`config.mk`:
```
export PLATFORM = sky130hd
export DESIGN_NAME = dmem_arbiter
export DESIGN_NICKNAME = d
export VERILOG_FILES = /design/src/rtl/dmem_pkg.sv /design/src/rtl/vec_addr_gen.sv /design/src/rtl/dmem_arbiter.sv
export SDC_FILE = /design/constraint.sdc
export NUM_CORES = 1
export LEC_CHECK = 0
export BUFFER_PORTS_ARGS = -buffer_cell sky130_fd_sc_hd__clkbuf_2
export CORE_ASPECT_RATIO = 1.25
export CORE_UTILIZATION = 35
export CTS_CLUSTER_SIZE = 20
export DETAILED_ROUTE_END_ITERATION = 12
export PLACE_DENSITY = 0.68
export SLEW_MARGIN = 40
export SYNTH_ARGS = -nofsm -noshare
export SYNTH_HDL_FRONTEND = slang
export SYNTH_SLANG_ARGS = --single-unit
```
`constraint.sdc`:
```
create_clock -name clk -period 4.2 [get_ports clk]
set_input_delay 1.26 -clock clk [delete_from_list [all_inputs] [get_ports clk]]
set_output_delay 1.26 -clock clk [all_outputs]
set_load 0.005 [all_outputs]
```
`src/rtl/dmem_pkg.sv`:
```
// rtl/dmem_pkg.sv - shared types and constants for the data-memory arbiter
package dmem_pkg;

    localparam int DMEM_ADDR_W  = 8;
    localparam int DMEM_MAX_LEN = 8;

    // Scalar addresses with any of these bits set belong to the peripheral window
    localparam logic [15:0] PERI_MASK = 16'hFF00;

    typedef enum logic [1:0] {
        ST_IDLE = 2'd0,
        ST_SCAL = 2'd1,
        ST_VEC  = 2'd2
    } state_t;

    typedef enum logic {
        GNT_SCAL = 1'b0,
        GNT_VEC  = 1'b1
    } gnt_t;

    function automatic logic [3:0] clamp_len(input logic [3:0] len, input logic [3:0] max_len);
        return (len > max_len) ? max_len : len;
    endfunction

endpackage

```
`src/rtl/vec_addr_gen.sv`:
```
// rtl/vec_addr_gen.sv - element index counter and strided address generator
module vec_addr_gen #(
    parameter int ADDR_W = 8
) (
    input  logic              clk,
    input  logic              rst,
    input  logic              start,
    input  logic              step,
    input  logic [ADDR_W-1:0] base,
    input  logic [ADDR_W-1:0] stride,
    input  logic [3:0]        len,
    output logic [ADDR_W-1:0] addr,
    output logic              last
);

    logic [3:0] idx_q;

    always_ff @(posedge clk) begin
        if (rst || start) begin
            idx_q <= '0;
        end else if (step) begin
            idx_q <= last ? 4'd0 : idx_q + 4'd1;
        end
    end

    // Truncation to ADDR_W bits gives the wrap-around addressing for free
    assign addr = base + (ADDR_W'(idx_q) * stride);
    assign last = (idx_q == (len - 4'd1));

endmodule

```
`src/rtl/dmem_arbiter.sv`:
```
// rtl/dmem_arbiter.sv - scalar/vector arbiter in front of the data SRAM and peripheral bus
module dmem_arbiter
    import dmem_pkg::*;
#(
    parameter int ADDR_W  = DMEM_ADDR_W,
    parameter int MAX_LEN = DMEM_MAX_LEN
) (
    input  logic              clk,
    input  logic              rst,
    input  logic              s_req,
    input  logic              s_we,
    input  logic [31:0]       s_addr,
    input  logic [31:0]       s_wdata,
    output logic              s_gnt,
    output logic              s_rvalid,
    output logic [31:0]       s_rdata,
    input  logic              v_req,
    input  logic              v_we,
    input  logic [ADDR_W-1:0] v_base,
    input  logic [ADDR_W-1:0] v_stride,
    input  logic [3:0]        v_len,
    input  logic [31:0]       v_wdata,
    output logic              v_wready,
    output logic              v_rvalid,
    output logic [31:0]       v_rdata,
    output logic              v_done,
    output logic [ADDR_W-1:0] mem_addr,
    output logic              mem_en_wr,
    output logic [31:0]       mem_in,
    input  logic [31:0]       mem_out,
    output logic              peri_web,
    output logic [15:0]       peri_addr,
    output logic [15:0]       peri_datao
);

    localparam logic [3:0] MAX_LEN_L = 4'(MAX_LEN);

    state_t state_q, state_d;
    gnt_t   last_gnt_q;

    logic        s_we_q;
    logic [15:0] s_addr_q;
    logic [31:0] s_wdata_q;
    logic        s_peri_q;
    logic        s_rv_q;

    logic              v_we_q;
    logic [ADDR_W-1:0] v_base_q;
    logic [ADDR_W-1:0] v_stride_q;
    logic [3:0]        v_len_q;
    logic              v_rv_q;
    logic              v_done_q;

    logic              accept_s;
    logic              accept_v;
    logic [3:0]        v_len_clamped;
    logic [ADDR_W-1:0] vec_addr;
    logic              vec_last;

    logic unused_s_addr_hi;
    assign unused_s_addr_hi = ^s_addr[31:16];

    assign v_len_clamped = clamp_len(v_len, MAX_LEN_L);

    vec_addr_gen #(
        .ADDR_W (ADDR_W)
    ) u_vec_addr_gen (
        .clk    (clk),
        .rst    (rst),
        .start  (accept_v),
        .step   (state_q == ST_VEC),
        .base   (v_base_q),
        .stride (v_stride_q),
        .len    (v_len_q),
        .addr   (vec_addr),
        .last   (vec_last)
    );

    always_ff @(posedge clk) begin
        if (rst) begin
            state_q    <= ST_IDLE;
            last_gnt_q <= GNT_VEC;
            s_we_q     <= 1'b0;
            s_addr_q   <= '0;
            s_wdata_q  <= '0;
            s_peri_q   <= 1'b0;
            s_rv_q     <= 1'b0;
            v_we_q     <= 1'b0;
            v_base_q   <= '0;
            v_stride_q <= '0;
            v_len_q    <= '0;
            v_rv_q     <= 1'b0;
            v_done_q   <= 1'b0;
        end else begin
            state_q  <= state_d;
            s_rv_q   <= (state_q == ST_SCAL) && !s_we_q;
            v_rv_q   <= (state_q == ST_VEC) && !v_we_q;
            v_done_q <= (accept_v && (v_len_clamped == 4'd0)) ||
                        ((state_q == ST_VEC) && vec_last);
            if (accept_s) begin
                last_gnt_q <= GNT_SCAL;
                s_we_q     <= s_we;
                s_addr_q   <= s_addr[15:0];
                s_wdata_q  <= s_wdata;
                s_peri_q   <= (s_addr[15:0] & PERI_MASK) != 16'h0000;
            end
            if (accept_v) begin
                last_gnt_q <= GNT_VEC;
                v_we_q     <= v_we;
                v_base_q   <= v_base;
                v_stride_q <= v_stride;
                v_len_q    <= v_len_clamped;
            end
        end
    end

    always_comb begin
        state_d  = state_q;
        accept_s = 1'b0;
        accept_v = 1'b0;
        case (state_q)
            ST_IDLE: begin
                if (s_req && (!v_req || (last_gnt_q == GNT_VEC))) begin
                    accept_s = 1'b1;
                    state_d  = ST_SCAL;
                end else if (v_req) begin
                    accept_v = 1'b1;
                    // A zero-length burst only needs the done pulse, never the VEC state
                    state_d  = (v_len_clamped == 4'd0) ? ST_IDLE : ST_VEC;
                end
            end
            ST_SCAL: state_d = ST_IDLE;
            ST_VEC:  state_d = vec_last ? ST_IDLE : ST_VEC;
            default: state_d = ST_IDLE;
        endcase
    end

    always_comb begin
        s_gnt      = 1'b0;
        v_wready   = 1'b0;
        mem_addr   = '0;
        mem_en_wr  = 1'b1;
        mem_in     = '0;
        peri_web   = 1'b1;
        peri_addr  = '0;
        peri_datao = '0;
        case (state_q)
            ST_SCAL: begin
                s_gnt = 1'b1;
                if (!s_peri_q) begin
                    mem_addr  = s_addr_q[ADDR_W-1:0];
                    mem_en_wr = ~s_we_q;
                    mem_in    = s_wdata_q;
                end else if (s_we_q) begin
                    peri_web   = 1'b0;
                    peri_addr  = s_addr_q;
                    peri_datao = s_wdata_q[15:0];
                end
            end
            ST_VEC: begin
                mem_addr = vec_addr;
                if (v_we_q) begin
                    mem_en_wr = 1'b0;
                    mem_in    = v_wdata;
                    v_wready  = 1'b1;
                end
            end
            default: ;
        endcase
    end

    // Peripheral reads have no data path back, so they return zero
    assign s_rvalid = s_rv_q;
    assign s_rdata  = (s_rv_q && !s_peri_q) ? mem_out : 32'h0;
    assign v_rvalid = v_rv_q;
    assign v_rdata  = v_rv_q ? mem_out : 32'h0;
    assign v_done   = v_done_q;

endmodule
```
======== Word-level counts from Yosys, hierarchy flattened ========
Cells that the tools add are included.
word-level totals
  register bits after elaboration ......... 81
  input bits .............................. 154
  output and inout bits ................... 143
  word-level logic and storage cells ...... 75
cells by class
  add/subtract/negate cells ............... 3
  multiply operators ...................... 1
  order comparisons ....................... 1
  equality and inequality tests ........... 4
  multiplexer cells ....................... 34
  bitwise logic cells ..................... 1
  reductions and logical operators ........ 17
operators with widths
  cell                   number
  $mux W32               4
  $mux W16               6
  $pmux W32 S2           1
  $pmux W8 S2            1
  $reduce_bool A16 Y1    1
  $mux W1                13
  $add A8 B8 Y8          1
  $mul A4 B8 Y8          1
  $mux W2                4
  $mux W4                2
  $mux W8                1
  $logic_and A1 B1 Y1    6
  $add A4 B1 Y4 const B  1
  $eq A4 B4 Y1           1
  $gt A4 B4 Y1 const B   1
  $logic_not A1 Y1       4
  $logic_not A4 Y1       1
  $pmux W2 S2            1
  $sub A4 B1 Y4 const B  1
  $logic_or A1 B1 Y1     3
  $ne A3 B3 Y1 const B   1
  $eq A2 B1 Y1 const B   1
  $eq A2 B2 Y1 const B   1
  $logic_not A2 Y1       1
  other kinds (3)        3

======== Logic depth before layout (Yosys ltp) ========
  word-level depth ........................ 7
  mapped depth ............................ 15

======== Cells and area by module ========
A second synthesis with hierarchy kept.
second synthesis, totals
  cells, all modules ...................... 695
  area, all modules ....................... 5,397.7 um2
by module, submodules not included
  module        times used  cells each  area each (um2)  sequential area each (um2)
  dmem_arbiter  1           565         4,274.1          1,541.5
  vec_addr_gen  1           130         1,123.6          80.1

======== Least setup slack after synthesis ========
No wires, ideal clock.
  kind .................................... flip-flop to output port
  from .................................... reg u_vec_addr_gen.idx_q[1]
  to ...................................... out mem_addr[7]
  arrival ................................. 3.182 ns
  required time ........................... 2.940 ns
  slack ................................... -0.242 ns
  cell stages (with the launch flop) ...... 15
  cells stage by stage .................... dfxtp_1 > buf_2 > and2_1 > fa_1 > fa_1 > inv_1 > fa_1 > inv_1 > ha_1 > o21ai_0 > a21oi_1 > o21a_1 > nor2_1 > nand4_1 > nand3b_1
between the ends
  longest elaborated chain between the ends .. 3
RTL lines
  item                    line                 source
  from (decl)             vec_addr_gen.sv:16   logic [3:0] idx_q;
  from (signal assigned)  vec_addr_gen.sv:22   idx_q <= last ? 4'd0 : idx_q + 4'd1;
  $mul A4 B8 Y8           vec_addr_gen.sv:27   assign addr = base + (ADDR_W'(idx_q) * stride);
  $add A8 B8 Y8           vec_addr_gen.sv:27
  $pmux W8 S2             dmem_arbiter.sv:147  case (state_q)
  to (decl)               dmem_arbiter.sv:27   output logic [ADDR_W-1:0] mem_addr,
No other way between the ends.

======== Worst setup path after layout ========
  from .................................... reg v_stride_q[2]
  to ...................................... out mem_addr[7]
between the ends
  longest elaborated chain between the ends .. 3
RTL lines
  item                    line                 source
  from (decl)             dmem_arbiter.sv:49   logic [ADDR_W-1:0] v_stride_q;
  from (signal assigned)  dmem_arbiter.sv:111  v_stride_q <= v_stride;
  $mul A4 B8 Y8           vec_addr_gen.sv:27
  $add A8 B8 Y8           vec_addr_gen.sv:27
  $pmux W8 S2             dmem_arbiter.sv:147
No other way between the ends.

==> flow_summary_export.csv <==
group,metric,value,unit
cells_and_area,area_growth,41.7,%
power,vdd_drop_max,0.000185,V
global_routing,grt_max_degree,48,
worst_setup_path,startpoint_type,"flip-flop",
floorplanning,rows,49,
detailed_routing,first_pass_iters,4,
cells_and_area,antenna_cells,0,
clocking,cts_tree,"built",
outcome,status,"complete, but fails checks",
synth,ys_ff_latch,81,
power,total_power,0.00214,W
synth,synthTopCellsByCount,"nand2_1, and2_1, dfxtp_1",
worst_setup_path,crit_type,"reg -> out",
synth,syn_inst,690,
detailed_routing,finalWirelength,16800,um
floorplanning,ios,297,
synth,yosysTopAreaCellShare,0.316,
clocking,clock_latency,0.34,ns
detailed_routing,drt_iter0_drc,188,
cells_and_area,multi_input_area,0.00331,mm^2
clocking,htree_levels,3,
power,cellPowerDensity,295,mW/mm^2
placement,routabilityCongestion,0.820,
detailed_routing,drc_errors,0,
synth,yosysWarnings,0,
sta,worst_slack,-0.493,ns
synth,synth_ff_type,"dfxtp_1",
cells_and_area,nNetsFinal,1145,
outcome,violations,"negative setup slack",
placement,port_buffers,280,
floorplanning,die-width,110,um
sta,report.final.setup_viol,5,
global_routing,grt_antenna_before_repair,0,
cells_and_area,area.sequential,0.00163,mm^2
cells_and_area,drive_gt1_frac,0.382,
sta,whs,0.451,ns
detailed_routing,wl_per_cell,14.7,um
placement,dp_hpwl,12800,um
detailed_routing,via_count,5483,
power,p_leak,3.36,nW
detailed_routing,viasPerCell,4.79,
synth,yosysTopAreaCell,"dfxtp_1",
clocking,cts_buffers,9,
detailed_routing,antenna_left,0,
synth,syn_area_per_cell,7.43,um^2
clocking,clk_pin_slew_worst_paths,0.07,ns
cells_and_area,num-fill-cells,1441,
worst_setup_path,cp.arrival,3.43,ns
worst_setup_path,cpMostUsedCell,"fa_1",
worst_setup_path,required,2.94,ns
sta,drv_slew,0,
global_routing,grtUsageTotal,0.216,
clocking,hold_buffers,0,
clocking,clockBufferDepth,2,
floorplanning,die_y,137,um
floorplanning,die_area,0.0151,mm^2
global_routing,overflow,0,
synth,synth-edff-count,0,
global_routing,grt_pass1_wl,24900,um
sta,max_freq,213,MHz
synth,ys_top_cells_by_area,"dfxtp_1, and2_1, nand2_1",
worst_setup_path,cp_num_buf_inv,3,
min_path,hold_class,"reg -> reg",
floorplanning,initial_utilization,0.357,
cells_and_area,final_cells,1144,
clocking,cts_sinks,81,
synth,yosysMostFrequentCell,"nand2_1",
sta,hold_viol,0,
sta,finalCriticalPeriod,4.69,ns
worst_setup_path,crit_family,"adder cells",
synth,ys_types,40,
synth,netlist_area,0.00512,mm^2
worst_setup_path,cp_cell_sequence,"and2_4, fa_1, fa_1, inv_1, fa_1, inv_2, ha_4, o21ai_2, a21oi_2, o21a_1, nor2_2, nand4_1, nand3b_1, clkbuf_2",
sta,clock_skew,0.00787,ns
clocking,clockRootBuffer,"clkbuf_16",
worst_setup_path,crit_fanout,5,
sta,worst_pin_slew,0.804,ns
floorplanning,core,0.0143,mm^2
synth,ys_seq_area_frac,0.316,
synth,synth_nets,874,
worst_setup_path,crit_slowest_cell,"fa_1",
sta,rsz0062_at_grt,"yes",
synth,async_reset_ff_frac,0,
global_routing,grt_pass1_vias,5118,
sta,slew_headroom,0.464,
placement,dpl_worst_slack,-0.291,ns
worst_setup_path,slowest_delay,0.49,ns
placement,place_inst,1125,
job,cap_violations,0,
sta,fin_crit_sh,1.12,
worst_setup_path,cp-end-kind,"output pin",
[power breakdown]
group / internal (W) / switching, W
logic: 0.000201 / 0.000257
clock network: 0.000465 / 0.000342
registers: 0.000828 / 0.0000459
total: 0.00149 / 0.000644
[state kept, by name, summed over array words and instances (netlist names), 2 cells and up]
name,count
s_wdata_q,32
s_addr_q,16
v_base_q,8
v_stride_q,8
u_vec_addr_gen.idx_q,4
v_len_q,4
state_q,2
[area by class of cell]
cell class | instances | area share
clock inverter | 7 | 0.0109
sequential | 81 | 0.225
timing repair buffer | 311 | 0.227
inverter | 37 | 0.0191
multi-input combinational | 521 | 0.456
clock buffer | 9 | 0.0310
tap | 178 | 0.0307
[final timing paths]
| check | from | end | slack (ns) | cells after the start |
|---|---|---|---|---|
| worst max register to register | state_q[1] | s_wdata_q[23] | 2.12 | 7 |
| worst min-delay path | s_addr_q[14] | s_addr_q[14] | 0.45 | 2 |
| worst max-delay path | v_stride_q[2] | mem_addr[7] | -0.49 | 14 |
| worst min register to register | s_addr_q[14] | s_addr_q[14] | 0.45 | 2 |
[placed cells by master (no fill, tap or decap), types with 3 or more instances in the layout]
master / count
clkbuf_2: 277
nand2_1: 159
and2_1: 107
a21oi_1: 74
dfxtp_1: 74
nor2b_1: 37
a22oi_1: 35
inv_1: 34
buf_4: 27
xnor2_1: 12
fa_1: 12
ha_1: 11
clkbuf_16: 9
nor2_1: 8
dfxtp_2: 6
ha_4: 5
and2_4: 4
nand3_1: 4
nand3b_1: 4
buf_6: 4
inv_2: 3
xor2_1: 3
o21ai_1: 3
nor4_1: 3
clkinvlp_4: 3
buf_2: 3
[logic make-up (layout without fill, tap and decap cells)]
family | after synthesis | in the layout | share of synthesized area
DFF | 81 | 81 | 0.316
buffers and inverters | 88 | 364 | 0.0689
xor gates and xnor gates | 17 | 17 | 0.0305
muxes | 1 | 1 | 0.00195
adders and majority gates | 30 | 30 | 0.0938
AOI/OAI and AO/OA | 126 | 126 | 0.147
and+or+nand+nor | 347 | 347 | 0.342
[through the flow]
stage               cell area [um^2]   util  setup TNS (ns)
floorplan                       5170      -         -0.0474
global route                    7260  0.506           -2.63
detailed placement              6810  0.475          -0.916
global placement                6800  0.474          -0.723
finish                          7260  0.506           -1.92
CTS                             7190  0.501           -2.17
[per-layer routing]
| metal | up-vias | wire length (um) | global-route usage |
|---|---|---|---|
| met3 | 10 | 1120 | 0.0525 |
| li1 | 2764 | - | - |
| met5 | - | 0 | 0 |
| met4 | 0 | 144 | 0.0526 |
| met2 | 189 | 8090 | 0.373 |
| met1 | 2520 | 7420 | 0.268 |
[repair_timing]
item,CTS,global route
buffers inserted,2,1
gates resized for setup,21,15
endpoints found under the setup margin,6,6
pin swaps,15,9
[worst register-to-register path, stage by stage, from the launching register on]
cell and delay, ns:
dfxtp_1 0.32, inv_1 0.09, ha_1 0.28, inv_1 0.11
nor2_4 0.56, buf_4 0.41, nand2_1 0.13, a21oi_1 0.12
Power figures use the tool's default switching activity.
